<file path="config.mk">
export PLATFORM = sky130hd
export DESIGN_NAME = uop_issue_unpacker_flat
export DESIGN_NICKNAME = d
export VERILOG_FILES = /design/src/rtl/uop_pkg.sv /design/src/rtl/uop_issue_unpacker_if.sv /design/src/rtl/uop_sync_fifo.sv /design/src/rtl/uop_issue_unpacker.sv /design/src/flat_wrapper.sv
export SDC_FILE = /design/constraint.sdc
export NUM_CORES = 1
export LEC_CHECK = 0
export BUFFER_PORTS_ARGS = -buffer_cell sky130_fd_sc_hd__buf_2
export CORE_UTILIZATION = 28
export CTS_BUF_LIST = sky130_fd_sc_hd__clkbuf_8
export CTS_CLUSTER_DIAMETER = 40
export CTS_CLUSTER_SIZE = 28
export DETAILED_ROUTE_END_ITERATION = 10
export PLACE_DENSITY = 0.6
export SYNTH_ARGS = -nofsm -noshare
export SYNTH_HDL_FRONTEND = slang
export SYNTH_SLANG_ARGS = --single-unit
</file>
<file path="constraint.sdc">
create_clock -name clk_in -period 15.7 [get_ports clk_in]
set_clock_uncertainty 0.1 [all_clocks]
set_input_delay 0.785 -clock clk_in [delete_from_list [all_inputs] [get_ports clk_in]]
set_output_delay 0.785 -clock clk_in [all_outputs]
set_load 0.03 [all_outputs]
</file>
<file path="src/rtl/uop_pkg.sv">
// rtl/uop_pkg.sv - uop encoding types, unpack formats and decode helpers
package uop_pkg;

    typedef enum logic [4:0] {
        UOP_ADD       = 5'd0,
        UOP_SUB       = 5'd1,
        UOP_AND       = 5'd2,
        UOP_ORR       = 5'd3,
        UOP_XOR       = 5'd4,
        UOP_EOR       = 5'd5,
        UOP_MVN       = 5'd6,
        UOP_ASR       = 5'd7,
        UOP_FMOV      = 5'd8,
        UOP_FNEG      = 5'd9,
        UOP_FADD      = 5'd10,
        UOP_FMUL      = 5'd11,
        UOP_FSUB      = 5'd12,
        UOP_LOAD      = 5'd13,
        UOP_STORE     = 5'd14,
        UOP_UBFM      = 5'd15,
        UOP_MOVZ      = 5'd16,
        UOP_MOVK      = 5'd17,
        UOP_ADRP_MOV  = 5'd18,
        UOP_BCOND     = 5'd19,
        UOP_BL        = 5'd20,
        UOP_CHECK_RET = 5'd21,
        UOP_HLT       = 5'd22
    } uop_code;

    typedef struct packed {
        logic       is_fp;
        logic [4:0] gpr;
    } uop_reg;

    typedef struct packed {
        uop_reg dst;
        uop_reg src1;
        uop_reg src2;
        logic   set_nzcv;
    } uop_rr;

    typedef struct packed {
        uop_reg      dst;
        uop_reg      src;
        logic [20:0] imm;
        logic [1:0]  hw;
        logic        set_nzcv;
    } uop_ri;

    typedef struct packed {
        logic [63:0] target;
        logic [3:0]  cond;
        logic        predict_taken;
    } uop_branch;

    localparam int UOP_RR_W   = $bits(uop_rr);
    localparam int UOP_RI_W   = $bits(uop_ri);
    localparam int UOP_DATA_W = $bits(uop_branch);

    typedef struct packed {
        uop_code                 uopcode;
        logic                    valb_sel;
        logic                    mem_read;
        logic                    mem_write;
        logic                    w_enable;
        logic                    tx_begin;
        logic                    tx_end;
        logic [63:0]             pc;
        logic [UOP_DATA_W-1:0]   data;
    } uop_insn;

    typedef enum logic [1:0] {FMT_NONE, FMT_RR, FMT_RI, FMT_BR} uop_fmt_e;

    typedef enum logic [1:0] {ST_RUN, ST_DRAIN, ST_HALTED} unpack_state_e;

    // The union-style data field is shared; each view reads from bit 0 upward.
    function automatic uop_rr get_data_rr(input logic [UOP_DATA_W-1:0] data);
        return uop_rr'(data[UOP_RR_W-1:0]);
    endfunction

    function automatic uop_ri get_data_ri(input logic [UOP_DATA_W-1:0] data);
        return uop_ri'(data[UOP_RI_W-1:0]);
    endfunction

    function automatic uop_branch get_data_br(input logic [UOP_DATA_W-1:0] data);
        return uop_branch'(data);
    endfunction

    function automatic uop_fmt_e uop_fmt_of(input uop_code code, input logic valb_sel);
        uop_fmt_e fmt;
        case (code)
            UOP_BCOND, UOP_BL, UOP_CHECK_RET:
                fmt = FMT_BR;
            UOP_LOAD, UOP_STORE, UOP_UBFM, UOP_MOVZ, UOP_MOVK, UOP_ADRP_MOV:
                fmt = FMT_RI;
            UOP_ADD, UOP_SUB, UOP_AND, UOP_ORR, UOP_XOR, UOP_EOR, UOP_MVN, UOP_ASR,
            UOP_FMOV, UOP_FNEG, UOP_FADD, UOP_FMUL, UOP_FSUB:
                fmt = valb_sel ? FMT_RI : FMT_RR;
            default:
                fmt = FMT_NONE;
        endcase
        return fmt;
    endfunction

    // Wide moves place a 16-bit chunk at lane hw; everything else is a signed 21-bit offset.
    function automatic logic [63:0] uop_imm_expand(input uop_ri ri, input uop_code code);
        logic [63:0] imm;
        if (code == UOP_MOVZ || code == UOP_MOVK) begin
            imm = {48'b0, ri.imm[15:0]} << {ri.hw, 4'b0000};
        end else begin
            imm = {{43{ri.imm[20]}}, ri.imm};
        end
        return imm;
    endfunction

endpackage

</file>
<file path="src/rtl/uop_issue_unpacker_if.sv">
// rtl/uop_issue_unpacker_if.sv - uop intake and decoded-issue handshake bundle
interface uop_issue_unpacker_if;
    import uop_pkg::*;

    logic        in_valid;
    logic        in_ready;
    uop_insn     in_uop;

    logic        out_valid;
    logic        out_ready;
    uop_code     out_code;
    uop_fmt_e    out_fmt;
    uop_reg      out_dst;
    uop_reg      out_src1;
    uop_reg      out_src2;
    logic [63:0] out_imm;
    logic        out_set_nzcv;
    uop_branch   out_br;
    logic [63:0] out_pc;
    logic [5:0]  out_ctrl;
    logic        out_illegal;

    modport slave (
        input  in_valid, in_uop, out_ready,
        output in_ready, out_valid, out_code, out_fmt, out_dst, out_src1, out_src2,
               out_imm, out_set_nzcv, out_br, out_pc, out_ctrl, out_illegal
    );

    modport master (
        output in_valid, in_uop, out_ready,
        input  in_ready, out_valid, out_code, out_fmt, out_dst, out_src1, out_src2,
               out_imm, out_set_nzcv, out_br, out_pc, out_ctrl, out_illegal
    );
endinterface

</file>
<file path="src/rtl/uop_sync_fifo.sv">
// rtl/uop_sync_fifo.sv - registered power-of-two FIFO with synchronous flush
module uop_sync_fifo #(
    parameter int DEPTH = 2,
    parameter int WIDTH = 8
) (
    input  logic             clk,
    input  logic             rst_n,
    input  logic             flush,
    input  logic             wr_valid,
    output logic             wr_ready,
    input  logic [WIDTH-1:0] wr_data,
    output logic             rd_valid,
    input  logic             rd_ready,
    output logic [WIDTH-1:0] rd_data
);
    localparam int AW = $clog2(DEPTH);
    localparam logic [AW:0] FULL_COUNT = (AW+1)'(DEPTH);

    logic [AW-1:0]    wr_ptr;
    logic [AW-1:0]    rd_ptr;
    logic [AW:0]      count;
    logic [WIDTH-1:0] mem [DEPTH];
    logic             push;
    logic             pop;

    // No bypass: a full FIFO refuses data even while its head is leaving.
    assign wr_ready = (count != FULL_COUNT);
    assign rd_valid = (count != '0);
    assign rd_data  = mem[rd_ptr];
    assign push     = wr_valid && wr_ready;
    assign pop      = rd_valid && rd_ready;

    // Pointer and occupancy bookkeeping; flush wins over any push or pop.
    always_ff @(posedge clk or negedge rst_n) begin
        if (!rst_n) begin
            wr_ptr <= '0;
            rd_ptr <= '0;
            count  <= '0;
        end else if (flush) begin
            wr_ptr <= '0;
            rd_ptr <= '0;
            count  <= '0;
        end else begin
            if (push) wr_ptr <= wr_ptr + AW'(1);
            if (pop)  rd_ptr <= rd_ptr + AW'(1);
            case ({push, pop})
                2'b10:   count <= count + (AW+1)'(1);
                2'b01:   count <= count - (AW+1)'(1);
                default: count <= count;
            endcase
        end
    end

    // Entry storage; stale contents are harmless because rd_valid qualifies them.
    always_ff @(posedge clk) begin
        if (push && !flush) mem[wr_ptr] <= wr_data;
    end
endmodule

</file>
<file path="src/rtl/uop_issue_unpacker.sv">
// rtl/uop_issue_unpacker.sv - buffers packed uops, unpacks operands, sequences halt (option: UOP_UNPACK_CHECK_EN)
module uop_issue_unpacker
    import uop_pkg::*;
#(
    parameter int FIFO_DEPTH = 2
) (
    input  logic              clk_in,
    input  logic              rst_N_in,
    input  logic              flush_in,
    output logic              halted_out,
    uop_issue_unpacker_if.slave bus
);
    unpack_state_e                state;
    unpack_state_e                state_next;
    logic                         fifo_wr_ready;
    logic                         fifo_rd_valid;
    logic [$bits(uop_insn)-1:0]   fifo_rd_data;
    uop_insn                      head;
    uop_rr                        head_rr;
    uop_ri                        head_ri;
    uop_branch                    head_br;
    uop_fmt_e                     head_fmt;
    logic                         head_illegal;
    logic                         push;
    logic                         pop;

    // Opcodes that stop intake once accepted; the checked build folds bad encodings in.
    function automatic logic is_halt_code(input uop_code code);
`ifdef UOP_UNPACK_CHECK_EN
        return code >= UOP_HLT;
`else
        return code == UOP_HLT;
`endif
    endfunction

    uop_sync_fifo #(
        .DEPTH (FIFO_DEPTH),
        .WIDTH ($bits(uop_insn))
    ) u_fifo (
        .clk      (clk_in),
        .rst_n    (rst_N_in),
        .flush    (flush_in),
        .wr_valid (bus.in_valid && (state == ST_RUN)),
        .wr_ready (fifo_wr_ready),
        .wr_data  (bus.in_uop),
        .rd_valid (fifo_rd_valid),
        .rd_ready (bus.out_ready),
        .rd_data  (fifo_rd_data)
    );

    assign push     = bus.in_valid && bus.in_ready;
    assign pop      = fifo_rd_valid && bus.out_ready;
    assign head     = uop_insn'(fifo_rd_data);
    assign head_rr  = get_data_rr(head.data);
    assign head_ri  = get_data_ri(head.data);
    assign head_br  = get_data_br(head.data);
    assign head_fmt = uop_fmt_of(head.uopcode, head.valb_sel);

`ifdef UOP_UNPACK_CHECK_EN
    assign head_illegal = (head.uopcode > UOP_HLT);
`else
    assign head_illegal = 1'b0;
`endif

    // Halt-sequencing state register.
    always_ff @(posedge clk_in or negedge rst_N_in) begin
        if (!rst_N_in) state <= ST_RUN;
        else           state <= state_next;
    end

    // Next state: HLT push starts draining, HLT pop halts, flush always restarts.
    always_comb begin
        state_next = state;
        if (flush_in) begin
            state_next = ST_RUN;
        end else begin
            case (state)
                ST_RUN:    if (push && is_halt_code(bus.in_uop.uopcode)) state_next = ST_DRAIN;
                ST_DRAIN:  if (pop && is_halt_code(head.uopcode))        state_next = ST_HALTED;
                ST_HALTED: state_next = ST_HALTED;
                default:   state_next = ST_RUN;
            endcase
        end
    end

    // State-derived outputs: intake only while running and not full.
    always_comb begin
        bus.in_ready = (state == ST_RUN) && fifo_wr_ready;
        halted_out   = (state == ST_HALTED);
    end

    // Head decode; every field reads zero when the FIFO is empty or the view does not use it.
    always_comb begin
        bus.out_valid    = fifo_rd_valid;
        bus.out_code     = UOP_ADD;
        bus.out_fmt      = FMT_NONE;
        bus.out_dst      = '0;
        bus.out_src1     = '0;
        bus.out_src2     = '0;
        bus.out_imm      = '0;
        bus.out_set_nzcv = 1'b0;
        bus.out_br       = '0;
        bus.out_pc       = '0;
        bus.out_ctrl     = '0;
        bus.out_illegal  = 1'b0;
        if (fifo_rd_valid) begin
            bus.out_code    = head.uopcode;
            bus.out_fmt     = head_fmt;
            bus.out_pc      = head.pc;
            bus.out_ctrl    = {head.valb_sel, head.mem_read, head.mem_write,
                               head.w_enable, head.tx_begin, head.tx_end};
            bus.out_illegal = head_illegal;
            case (head_fmt)
                FMT_RR: begin
                    bus.out_dst      = head_rr.dst;
                    bus.out_src1     = head_rr.src1;
                    bus.out_src2     = head_rr.src2;
                    bus.out_set_nzcv = head_rr.set_nzcv;
                end
                FMT_RI: begin
                    bus.out_dst      = head_ri.dst;
                    bus.out_src1     = head_ri.src;
                    bus.out_imm      = uop_imm_expand(head_ri, head.uopcode);
                    bus.out_set_nzcv = head_ri.set_nzcv;
                end
                FMT_BR: begin
                    bus.out_br = head_br;
                end
                default: begin
                    bus.out_br = '0;
                end
            endcase
        end
    end
endmodule

</file>
<file path="src/flat_wrapper.sv">
// flat-port wrapper written by rule: the top's interface ports become plain ports
module uop_issue_unpacker_flat import uop_pkg::*;
#(
    parameter int FIFO_DEPTH = 2
)
  (clk_in, rst_N_in, flush_in, halted_out, bus_in_valid, bus_in_uop, bus_out_ready, bus_in_ready, bus_out_valid, bus_out_code, bus_out_fmt, bus_out_dst, bus_out_src1, bus_out_src2, bus_out_imm, bus_out_set_nzcv, bus_out_br, bus_out_pc, bus_out_ctrl, bus_out_illegal);
  uop_issue_unpacker_if bus_i ();
  input  logic clk_in;
  input  logic rst_N_in;
  input  logic flush_in;
  output logic halted_out;
  input wire logic [$bits(bus_i.in_valid)-1:0] bus_in_valid;
  input wire logic [$bits(bus_i.in_uop)-1:0] bus_in_uop;
  input wire logic [$bits(bus_i.out_ready)-1:0] bus_out_ready;
  output wire logic [$bits(bus_i.in_ready)-1:0] bus_in_ready;
  output wire logic [$bits(bus_i.out_valid)-1:0] bus_out_valid;
  output wire logic [$bits(bus_i.out_code)-1:0] bus_out_code;
  output wire logic [$bits(bus_i.out_fmt)-1:0] bus_out_fmt;
  output wire logic [$bits(bus_i.out_dst)-1:0] bus_out_dst;
  output wire logic [$bits(bus_i.out_src1)-1:0] bus_out_src1;
  output wire logic [$bits(bus_i.out_src2)-1:0] bus_out_src2;
  output wire logic [$bits(bus_i.out_imm)-1:0] bus_out_imm;
  output wire logic [$bits(bus_i.out_set_nzcv)-1:0] bus_out_set_nzcv;
  output wire logic [$bits(bus_i.out_br)-1:0] bus_out_br;
  output wire logic [$bits(bus_i.out_pc)-1:0] bus_out_pc;
  output wire logic [$bits(bus_i.out_ctrl)-1:0] bus_out_ctrl;
  output wire logic [$bits(bus_i.out_illegal)-1:0] bus_out_illegal;
  assign bus_i.in_valid = bus_in_valid;
  assign bus_i.in_uop = bus_in_uop;
  assign bus_i.out_ready = bus_out_ready;
  assign bus_in_ready = bus_i.in_ready;
  assign bus_out_valid = bus_i.out_valid;
  assign bus_out_code = bus_i.out_code;
  assign bus_out_fmt = bus_i.out_fmt;
  assign bus_out_dst = bus_i.out_dst;
  assign bus_out_src1 = bus_i.out_src1;
  assign bus_out_src2 = bus_i.out_src2;
  assign bus_out_imm = bus_i.out_imm;
  assign bus_out_set_nzcv = bus_i.out_set_nzcv;
  assign bus_out_br = bus_i.out_br;
  assign bus_out_pc = bus_i.out_pc;
  assign bus_out_ctrl = bus_i.out_ctrl;
  assign bus_out_illegal = bus_i.out_illegal;
  uop_issue_unpacker #(.FIFO_DEPTH(FIFO_DEPTH)) u_core (.clk_in(clk_in), .rst_N_in(rst_N_in), .flush_in(flush_in), .halted_out(halted_out), .bus(bus_i));
endmodule
</file>
==> results of run 1 <==
[synth_stat cells (6+ instances only)]
cell,instances,area share
a21oi_1,52,0.021
mux2_2,15,0.013
inv_1,9,0.0027
edfxtp_1,288,0.69
buf_4,18,0.011
buf_2,10,0.0040
buf_6,7,0.0063
nand2b_1,12,0.0060
nor2_1,210,0.063
mux2i_1,144,0.11
dfrtp_1,6,0.012
nor2b_1,13,0.0065
clkbuf_1,15,0.0045
o21ai_0,13,0.0052
nand2_1,23,0.0069
ha_1,6,0.0060
[stage by stage]
stage	setup WS, ns	cell area (sq um)	cells	utilization	hold slack (ns)
floorplan	3.095	12540	887	-	0.3894
global route	10.84	16040	1906	0.3626	0.2160
CTS	11.01	16030	1905	0.3626	0.2085
global placement	11.74	14990	1822	0.3390	0.4177
finish	11.09	16040	1909	0.3628	0.2677
detailed placement	11.69	14990	1822	0.3390	0.4345
[per-layer routing]
layer	global-route usage	vias up
met5	0	-
met4	0.05296	12
met3	0.05419	64
met2	0.2288	388
met1	0.1448	4025
li1	-	4011
[kinds of logic after synthesis]
| logic type | count (synthesis) | share of synthesized area |
|---|---|---|
| compound gates | 84 | 0.03811 |
| xor+xnor | 3 | 0.002095 |
| fa+ha+maj | 6 | 0.005985 |
| buf+inv | 62 | 0.02913 |
| flops | 294 | 0.7015 |
| mux | 159 | 0.1284 |
| other cells | 1 | 0.0002990 |
| simple gates | 278 | 0.09447 |
[worst paths after layout]
path / cells after the start / endpoint
max in group asynchronous: 2 / u_core.u_fifo.rd_ptr
min: 1 / u_core.u_fifo.mem[0][82]
min reg2reg: 1 / u_core.state[0]
max reg2reg: 7 / u_core.u_fifo.mem[1][125]
min in group asynchronous: 2 / u_core.u_fifo.wr_ptr
max: 7 / bus_out_imm[8]
[state kept, by name (all words and copies together) (netlist names)]
name	count
u_core.state	2
u_core.u_fifo.mem	288
u_core.u_fifo.count	2
u_core.u_fifo.wr_ptr	1
u_core.u_fifo.rd_ptr	1
[report_power, final]
part	internal, W	switching, W
clock	0.000395	0.000326
combinational	0.000182	0.000447
sequential	0.000959	0.0000277
[layout make-up]
| type | instances | area, sq um | area share |
|---|---|---|---|
| inverters | 10 | 37.54 | 0.002340 |
| flip-flops and latches | 294 | 8802 | 0.5487 |
| clock buffers | 47 | 646.9 | 0.04032 |
| diodes | 4 | 10.01 | 0.0006239 |
| well taps | 592 | 740.7 | 0.04617 |
| repair buffers | 396 | 2024 | 0.1262 |
| multi-input cells | 531 | 3396 | 0.2117 |
| clock inverters | 35 | 385.4 | 0.02402 |
[worst register-to-register path: cells and delay by family, from the launching register on]
family / cells / cell delay [ns]
DFF: 1 / 0.38
buffers and inverters: 3 / 1.08
and+or+nand+nor: 3 / 0.60
adders and majority gates: 1 / 0.21
[placed cells by master, fill, tap and decap left out, types with 5 or more instances in the layout]
cell / synthesis / layout
buf_2: 10 / 380
edfxtp_1: 288 / 288
nor2_1: 210 / 210
mux2i_1: 144 / 144
a21oi_1: 52 / 52
clkbuf_8: 0 / 47
nand2_1: 23 / 22
mux2_2: 15 / 15
buf_4: 18 / 15
nor2b_1: 13 / 13
inv_1: 9 / 12
nand2b_1: 12 / 12
o21ai_0: 13 / 12
inv_6: 0 / 9
clkinv_1: 1 / 7
ha_1: 6 / 6
bufinv_16: 0 / 6
dfrtp_1: 6 / 5
[repair_timing]
item                                    CTS  global route
buffers inserted                          0             0
endpoints found under the hold margin     6             0
hold buffers                              1             0
endpoints found under the setup margin    0             0
==> flow_metrics.py, run 1 <==
metrics = {
    "logic_synthesis": {
        "synth_area_sq_mm": 0.01254,
        "ys_ff_latch": 294,
        "synthArstFlopShare": 0.02041,
        "syn_nets": 1042,
        "syn_area_per_cell_sq_um": 14.14,
        "yosysUniqueCellTypes": 43,
        "synth_seq_area_share": 0.7015,
        "synth_ff_type": "edfxtp_1",
        "ys.warnings.count": 0,
        "synth_edf_count": 288,
        "syn_inst": 887,
    },
    "clocking": {
        "cts.clk_slew.worst_paths_ns": 0.07,
        "clk_latency_ns": 0.59,
        "cts.sinks": 294,
        "cts_tree": "done",
        "cts_max_level": 2,
        "cts-root-buf": "clkbuf_8",
        "ctsResizeCount": 0,
        "tritoncts.num_buffers": 45,
        "clk_path_buf_depth": 3,
    },
    "worst_setup_path": {
        "critPathLaunch": "u_core.u_fifo.rd_ptr",
        "crit_fanout": 41,
        "required_ns": 14.82,
        "crit_chain": "buf_4 -> nor4_2 -> nand2_1 -> o21ai_1 -> a21o_1 -> nor2_1 -> buf_2",
        "cpLargestDelayFamily": "compound AO/OA/AOI/OAI gates",
        "r2r_slack_ns": 12.83,
        "crit_path_max_incr_delay_ns": 0.72,
        "worst_setup_path_end_kind": "output pin",
        "crit_type": "register to output pin",
        "path_buf_inv": 2,
        "regToRegStartpoint": "u_core.state[1]",
        "critical_path.slowest_cell": "a21o_1",
        "worstSetupStartpointType": "register",
        "arrival_ns": 3.73,
    },
    "timing": {
        "tightest_slew_ns": 1.117,
        "final_hold_viol_count": 0,
        "fin_tns_setup_ns": 0,
        "finalCriticalPeriod_ns": 4.614,
        "fin_crit_sh": 0.2939,
        "fmax_mhz": 216.8,
        "rsz0062_at_grt": "false",
        "slew_viol_final": 0,
        "setup_violations": 0,
        "maxSlewHeadroom": 0.2502,
    },
    "global_routing": {
        "first_global_vias": 8327,
        "globalRouteOverflowTotal": 0,
        "grt_pass1_wl_mm": 45.90,
        "antenna_found_initial": 8,
        "grt_use_total": 0.1328,
        "grt_max_degree": 70,
    },
    "die": {
        "rows": 77,
        "die_y_um": 213.6,
        "start_util": 0.2836,
        "die_area_sq_mm": 0.04564,
        "coreArea_sq_mm": 0.04422,
        "io-pin-count": 382,
        "fp.dieW_um": 213.6,
    },
    "routing": {
        "wire_per_inst_um": 16.60,
        "drtIter0Drc": 373,
        "wl_mm": 31.70,
        "postRouteAntennaNets": 0,
        "drt-met1-wl_mm": 12.33,
        "top_layer": "met5",
        "wl_met3_mm": 3.334,
        "drcViolationCount": 0,
        "vias_per_cell": 4.453,
        "firstDrtPassIters": 5,
        "dr_wl_met2_mm": 15.20,
        "num_vias": 8500,
    },
    "power_and_ir_drop": {
        "irDropWorstVdd_v": 0.00009809,
        "power_density_mw_per_mm2": 145.7,
        "leakagePower_nw": 6.331,
        "finalPower_w": 0.002337,
    },
    "place": {
        "port_buffers": 380,
        "globalplace.congestion": 0.7942,
        "dp_hpwl_mm": 22.11,
    },
    "layout": {
        "drive_gt1_frac": 0.3770,
        "filler_cell_count": 4386,
        "syn_to_final_growth_pct": 27.91,
        "final_nets": 1433,
    },
    "run": {
        "cap_violations": 0,
    },
    "hold_path": {
        "hold_start": "bus_in_uop[82]",
        "min_path_type": "input pin to register",
    },
    "outcome": {
        "status": "finished, final reports clean",
    },
}
No activity file was read; power rests on OpenSTA's default activity.
==> run 2, diff against run 1 <==
--- a/config.mk
+++ b/config.mk
@@ -11,7 +11,7 @@
 export CTS_CLUSTER_DIAMETER = 40
 export CTS_CLUSTER_SIZE = 28
 export DETAILED_ROUTE_END_ITERATION = 10
-export PLACE_DENSITY = 0.6
+export PLACE_DENSITY = 0.62
 export SYNTH_ARGS = -nofsm -noshare
 export SYNTH_HDL_FRONTEND = slang
 export SYNTH_SLANG_ARGS = --single-unit
==> constraint.sdc (replaced) <==
create_clock -name clk_in -period 4.1 [get_ports clk_in]
set_clock_uncertainty 0.1 [all_clocks]
set_input_delay 0.205 -clock clk_in [delete_from_list [all_inputs] [get_ports clk_in]]
set_output_delay 0.205 -clock clk_in [all_outputs]
set_load 0.03 [all_outputs]
==> run 2 against run 1 <==
- critical path depth rose by 2
- routed wire length rose by 5.4%
- total power rose to 3.9 times the previous value
- via count rose by 6.8%
- non-clock buffer count rose by 149
- sequential share of layout area fell by 4.9 points
- sequential power rose to 3.8 times the previous value
- critical path type unchanged
- combinational power rose to 4.1 times the previous value
- highest routed layer is now met4
- cell count rose by 7.7%
- setup slack got worse by 11 ns
==> flow_metrics.py, run 2 (synthesis results as in run 1) <==
metrics = {
    "outcome": {
        "status": "finished, final reports clean",
    },
    "routing": {
        "num_vias": 9078,
        "drtIter0Drc": 384,
        "wire_per_inst_um": 16.24,
        "wl_mm": 33.40,
        "vias_per_cell": 4.415,
        "postRouteAntennaNets": 0,
        "drcViolationCount": 0,
        "firstDrtPassIters": 5,
    },
    "global_routing": {
        "busiest_layer": "met2",
        "grt_pass1_wl_mm": 47.82,
        "met1_usage": 0.1499,
        "first_global_vias": 8889,
        "grt_max_degree": 83,
        "antenna_found_initial": 1,
        "use_met2": 0.2385,
        "globalRouteOverflowTotal": 0,
        "grt_use_total": 0.1376,
        "use_met3": 0.05375,
    },
    "die": {
        "io-pin-count": 382,
        "fp.dieW_um": 213.6,
        "die_y_um": 213.6,
        "start_util": 0.2836,
        "die_area_sq_mm": 0.04564,
        "rows": 77,
        "coreArea_sq_mm": 0.04422,
    },
    "timing": {
        "slew_viol_final": 0,
        "final_hold_viol_count": 0,
        "fin_tns_setup_ns": 0,
        "maxSlewHeadroom": 0.3015,
        "setup_ws_ns": 0.2884,
        "rsz0062_at_grt": "false",
        "whs_ns": 0.2205,
        "fin_crit_sh": 0.9296,
        "fmax_mhz": 262.4,
        "setup_violations": 0,
        "finalCriticalPeriod_ns": 3.812,
        "tightest_slew_ns": 1.048,
    },
    "worst_setup_path": {
        "crit_top_cell": "a21oi_1",
        "critical_path.slowest_cell": "dfrtp_4",
        "worstSetupStartpointType": "register",
        "crit_type": "register to output pin",
        "cpLargestDelayFamily": "flip-flops",
        "regToRegStartpoint": "u_core.state[0]",
        "crit_path_max_incr_delay_ns": 0.64,
        "arrival_ns": 3.51,
        "required_ns": 3.80,
        "path_buf_inv": 2,
        "crit_fanout": 25,
        "critPathLaunch": "u_core.u_fifo.rd_ptr",
        "worst_setup_path_end_kind": "output pin",
        "crit_chain": "mux2_2 -> nor3_1 -> a21o_1 -> a21oi_1 -> inv_1 -> ha_1 -> nand2_1 -> a21oi_1 -> buf_2",
    },
    "power_and_ir_drop": {
        "finalPower_w": 0.009105,
        "pwr-share-clk": 0.303,
        "net-switching-power_w": 0.003190,
        "power_density_mw_per_mm2": 516.3,
        "irDropWorstVdd_v": 0.0003283,
        "sw_frac_of_total": 0.3504,
        "p_int_w": 0.005915,
        "p_comb_frac": 0.283,
        "leakagePower_nw": 6.969,
        "pwr-share-seq": 0.415,
    },
    "clocking": {
        "clk_path_buf_depth": 3,
        "cts-root-buf": "clkbuf_8",
        "cts.clk_slew.worst_paths_ns": 0.09,
        "tritoncts.num_buffers": 46,
        "clk_latency_ns": 0.59,
        "cts.sinks": 294,
        "cts_max_level": 2,
        "postCtsSetupBuffers": 0,
        "cts_tree": "done",
    },
    "layout": {
        "final_area_sq_mm": 0.01763,
        "largest_reg_flops": 288,
        "largestRegisters": "u_core.u_fifo.mem: 288 flops, u_core.state: 2 flops, u_core.u_fifo.count: 2 flops",
        "drive_gt1_frac": 0.3438,
        "final_nets": 1583,
        "final_cell_mix": "buf_2 (380), edfxtp_1 (288), nor2_1 (210), dlygate4sd3_1 (152), mux2i_1 (144)",
        "regMostFlops": "u_core.u_fifo.mem",
        "syn_to_final_growth_pct": 40.59,
        "final_common_cell": "buf_2",
    },
    "place": {
        "port_buffers": 380,
        "post_dp_cell_area_sq_mm": 0.01504,
        "dp_hpwl_mm": 22.07,
        "globalplace.congestion": 0.8113,
        "pre_cts_ws_ns": 0.7882,
    },
    "hold_path": {
        "hold_start": "bus_in_uop[58]",
        "min_path_type": "input pin to register",
    },
    "run": {
        "cap_violations": 0,
    },
}
[run 2: cell count changes in the layout (fill, tap and decap cells not counted), moves of 4 or more]
cell / delta
clkinv_8: +4
inv_6: -5
dlygate4sd3_1: +151
buf_4: -6
[run 2: path summary, 6_finish.rpt]
path / slack [ns] / depth (start not counted) / to
min: 0.22 / 2 / u_core.u_fifo.mem[0][58]
max: 0.29 / 9 / bus_out_src2[1]
min reg2reg: 0.46 / 1 / u_core.state[0]
max reg2reg: 1.70 / 6 / u_core.u_fifo.mem[0][53]
max in group asynchronous: 3.11 / 3 / u_core.u_fifo.rd_ptr
min in group asynchronous: 0.49 / 3 / u_core.u_fifo.wr_ptr
[run 2: metal layers]
| metal | vias to the layer above | share of wire |
|---|---|---|
| li1 | 4314 | - |
| met5 | - | 0 |
| met4 | 0 | 0.029 |
| met3 | 64 | 0.091 |
| met2 | 397 | 0.49 |
| met1 | 4303 | 0.39 |
[run 2: power groups by stage]
stage	combinational [W]	sequential [W]	clock, W
CTS	0.00258	0.00378	0.00286
finish	0.00257	0.00378	0.00275
global route	0.00276	0.00380	0.00298
detailed placement	0.00245	0.00384	0
floorplan	0.00174	0.00384	0
global placement	0.00244	0.00383	0
[run 2: worst reg2reg max path, cell delays in order, from the launching register on]
cell     delay, ns
dfrtp_1       0.40
inv_1         0.09
ha_2          0.19
and2_4        0.17
nand2_4       0.09
nor3_4        0.18
buf_4         0.68
[run 2: repair_timing]
item	in CTS	in global routing
endpoints found under the hold margin	299	0
setup endpoints to repair	0	34
hold buffers	152	0
gates resized for setup	0	3
[run 2: final cells by class]
class | count | area (sq um)
tap | 592 | 740.7
multi-input combinational | 531 | 3436
clock buffer | 47 | 646.9
sequential | 294 | 8802
timing repair buffer | 545 | 3562
fill | 4173 | 26590
inverter | 10 | 37.54
clock inverter | 36 | 405.4
antenna | 1 | 2.502
[run 2: stage by stage]
step                utilization  std cells
global route             0.3987       2055
detailed placement       0.3402       1820
CTS                      0.3984       2055
global placement         0.3402       1820
finish                   0.3987       2056
floorplan                     -        887
==> run 3, diff against run 2 <==
--- a/config.mk
+++ b/config.mk
@@ -5,13 +5,15 @@
 export SDC_FILE = /design/constraint.sdc
 export NUM_CORES = 1
 export LEC_CHECK = 0
-export BUFFER_PORTS_ARGS = -buffer_cell sky130_fd_sc_hd__buf_2
+export BUFFER_PORTS_ARGS = -buffer_cell sky130_fd_sc_hd__buf_4
+export CELL_PAD_IN_SITES_DETAIL_PLACEMENT = 1
+export CELL_PAD_IN_SITES_GLOBAL_PLACEMENT = 1
 export CORE_UTILIZATION = 28
 export CTS_BUF_LIST = sky130_fd_sc_hd__clkbuf_8
 export CTS_CLUSTER_DIAMETER = 40
 export CTS_CLUSTER_SIZE = 28
 export DETAILED_ROUTE_END_ITERATION = 10
-export PLACE_DENSITY = 0.62
+export PLACE_DENSITY = 0.71
 export SYNTH_ARGS = -nofsm -noshare
 export SYNTH_HDL_FRONTEND = slang
 export SYNTH_SLANG_ARGS = --single-unit
==> run 3 against run 2 <==
- non-clock buffer count up 1
- design area increased by 5.0%
- clock power fell by 4%
- worst hold slack got worse by 0.025 ns
- sequential cell count did not move
- critical path depth grew 2
- routed wire length up 19%
- cell count rose by 0.29%
- global-route usage increased by 3.2 points
- via count rose by 2.4%
- highest routed layer unchanged
==> flow_metrics.py, run 3 (synthesis results as in run 1) <==
metrics = {
    "worst_setup_path": {
        "crit_type": "register to output pin",
        "regToRegStartpoint": "u_core.state[0]",
        "worstSetupStartpointType": "register",
        "worst_setup_path_end_kind": "output pin",
        "cpLargestDelayFamily": "buffers and inverters",
        "crit_chain": "mux2i_1 -> a21oi_1 -> a21oi_1 -> o21bai_1 -> inv_1 -> ha_1 -> nand2_1 -> a21o_1 -> buf_4 -> nor2_1 -> buf_4",
        "crit_path_max_incr_delay_ns": 0.54,
        "critical_path.slowest_cell": "dfrtp_4",
        "path_buf_inv": 3,
        "required_ns": 3.80,
        "arrival_ns": 3.46,
        "crit_fanout": 44,
        "critPathLaunch": "u_core.u_fifo.rd_ptr",
    },
    "clocking": {
        "cts_max_level": 2,
        "holdBufCountCts": 151,
        "cts.clk_slew.worst_paths_ns": 0.09,
        "cts_tree": "done",
        "tritoncts.num_buffers": 46,
        "ctsResizeCount": 0,
        "postCtsSetupBuffers": 0,
        "cts.sinks": 294,
        "clk_path_buf_depth": 3,
        "clk_latency_ns": 0.63,
        "cts-root-buf": "clkbuf_8",
    },
    "outcome": {
        "status": "finished, final reports clean",
    },
    "layout": {
        "syn_to_final_growth_pct": 47.69,
        "final_cell_mix": "buf_4 (391), edfxtp_1 (288), nor2_1 (210), dlygate4sd3_1 (151), mux2i_1 (144)",
        "drive_gt1_frac": 0.3429,
        "layout.cells.non_filler": 2062,
        "final_common_cell": "buf_4",
        "largest_reg_flops": 288,
        "final_nets": 1584,
        "regMostFlops": "u_core.u_fifo.mem",
        "largestRegisters": "u_core.u_fifo.mem: 288 flops, u_core.state: 2 flops, u_core.u_fifo.count: 2 flops",
    },
    "die": {
        "coreArea_sq_mm": 0.04422,
        "die_area_sq_mm": 0.04564,
        "die_y_um": 213.6,
        "io-pin-count": 382,
        "rows": 77,
        "start_util": 0.2836,
        "fp.dieW_um": 213.6,
    },
    "power_and_ir_drop": {
        "finalPower_w": 0.009324,
        "irDropWorstVdd_v": 0.0003266,
        "leakagePower_nw": 7.072,
        "power_density_mw_per_mm2": 503.4,
    },
    "routing": {
        "wl_met3_mm": 3.335,
        "dr_wl_met2_mm": 20.27,
        "top_layer": "met4",
        "wl_mm": 39.91,
        "postRouteAntennaNets": 0,
        "num_vias": 9295,
        "vias_per_cell": 4.508,
        "firstDrtPassIters": 4,
        "drt-met1-wl_mm": 15.30,
        "drtIter0Drc": 310,
        "drcViolationCount": 0,
        "wire_per_inst_um": 19.35,
    },
    "global_routing": {
        "grt_pass1_wl_mm": 58.13,
        "grt_use_total": 0.1701,
        "first_global_vias": 10045,
        "grt_max_degree": 81,
        "globalRouteOverflowTotal": 0,
        "antenna_found_initial": 2,
    },
    "timing": {
        "finalCriticalPeriod_ns": 3.763,
        "maxSlewHeadroom": 0.2379,
        "setup_violations": 0,
        "rsz0062_at_grt": "false",
        "tightest_slew_ns": 1.136,
        "fmax_mhz": 265.8,
        "fin_crit_sh": 0.9177,
        "slew_viol_final": 0,
        "final_hold_viol_count": 0,
    },
    "hold_path": {
        "hold_start": "bus_in_uop[94]",
        "min_path_type": "input pin to register",
    },
    "place": {
        "post-place-cells": 1822,
        "port_buffers": 380,
        "dp_hpwl_mm": 25.82,
        "globalplace.congestion": 0.8462,
    },
    "run": {
        "cap_violations": 0,
    },
}
## run 3: cell count changes in the layout (fill, tap and decap cells not counted), sizes merged
| cell | previous run | this run |
|---|---|---|
| dlygate4sd3 | 152 | 151 |
| clkinv | 15 | 16 |
| buf | 393 | 395 |
| inv | 22 | 26 |
| diode | 1 | 3 |
| bufinv | 4 | 2 |
## run 3: path summary, 6_finish.rpt
check	to	slack [ns]	depth (start not counted)
setup reg to reg	u_core.u_fifo.mem[1][30]	1.90	6
max in group asynchronous	u_core.u_fifo.rd_ptr	3.13	3
hold reg to reg	u_core.state[0]	0.47	1
hold / removal	u_core.u_fifo.mem[1][94]	0.20	2
min in group asynchronous	u_core.u_fifo.count[0]	0.45	3
setup / recovery	bus_out_imm[61]	0.34	11
## run 3: worst register-to-register path: cells and delay by family, from the launching register on
family	cells	cell delay, ns
adder cells (fa/ha/maj)	1	0.21
buffers and inverters	2	0.55
flip-flops	1	0.40
AND/OR/NAND/NOR	3	0.54
## run 3: per-layer routing
layer,vias to the layer above,track usage
met2,375,0.3075
met3,57,0.05785
met1,4551,0.1839
met4,0,0.05936
met5,-,0
li1,4312,-
## run 3: power by group
group	switching [W]	internal (W)	leakage (nW)
sequential	0.000104	0.00367	2.70
combinational	0.00186	0.00103	3.87
clock	0.00136	0.00129	0.507
## run 3: area by class of cell
| cell class | instances | area, sq um |
|---|---|---|
| diodes | 3 | 7.507 |
| clock buffers | 47 | 646.9 |
| clock inverters | 39 | 340.3 |
| fillers | 4571 | 25700 |
| inverters | 10 | 37.54 |
| multi-input cells | 531 | 3421 |
| flip-flops and latches | 294 | 8802 |
| well taps | 592 | 740.7 |
| repair buffers | 546 | 4527 |
## run 3: metrics by stage
stage	cell area, sq um	TNS [ns]	hold slack (ns)	setup WS [ns]	util
floorplan	12580	-259.70	-0.1906	-1.022	-
global placement	16020	0	-0.07804	0.9949	0.3622
detailed placement	16020	0	-0.07787	0.9468	0.3622
CTS	18520	0	0.1356	0.2571	0.4187
global route	18520	0	0.1401	0.05886	0.4188
finish	18520	0	0.1953	0.3373	0.4189
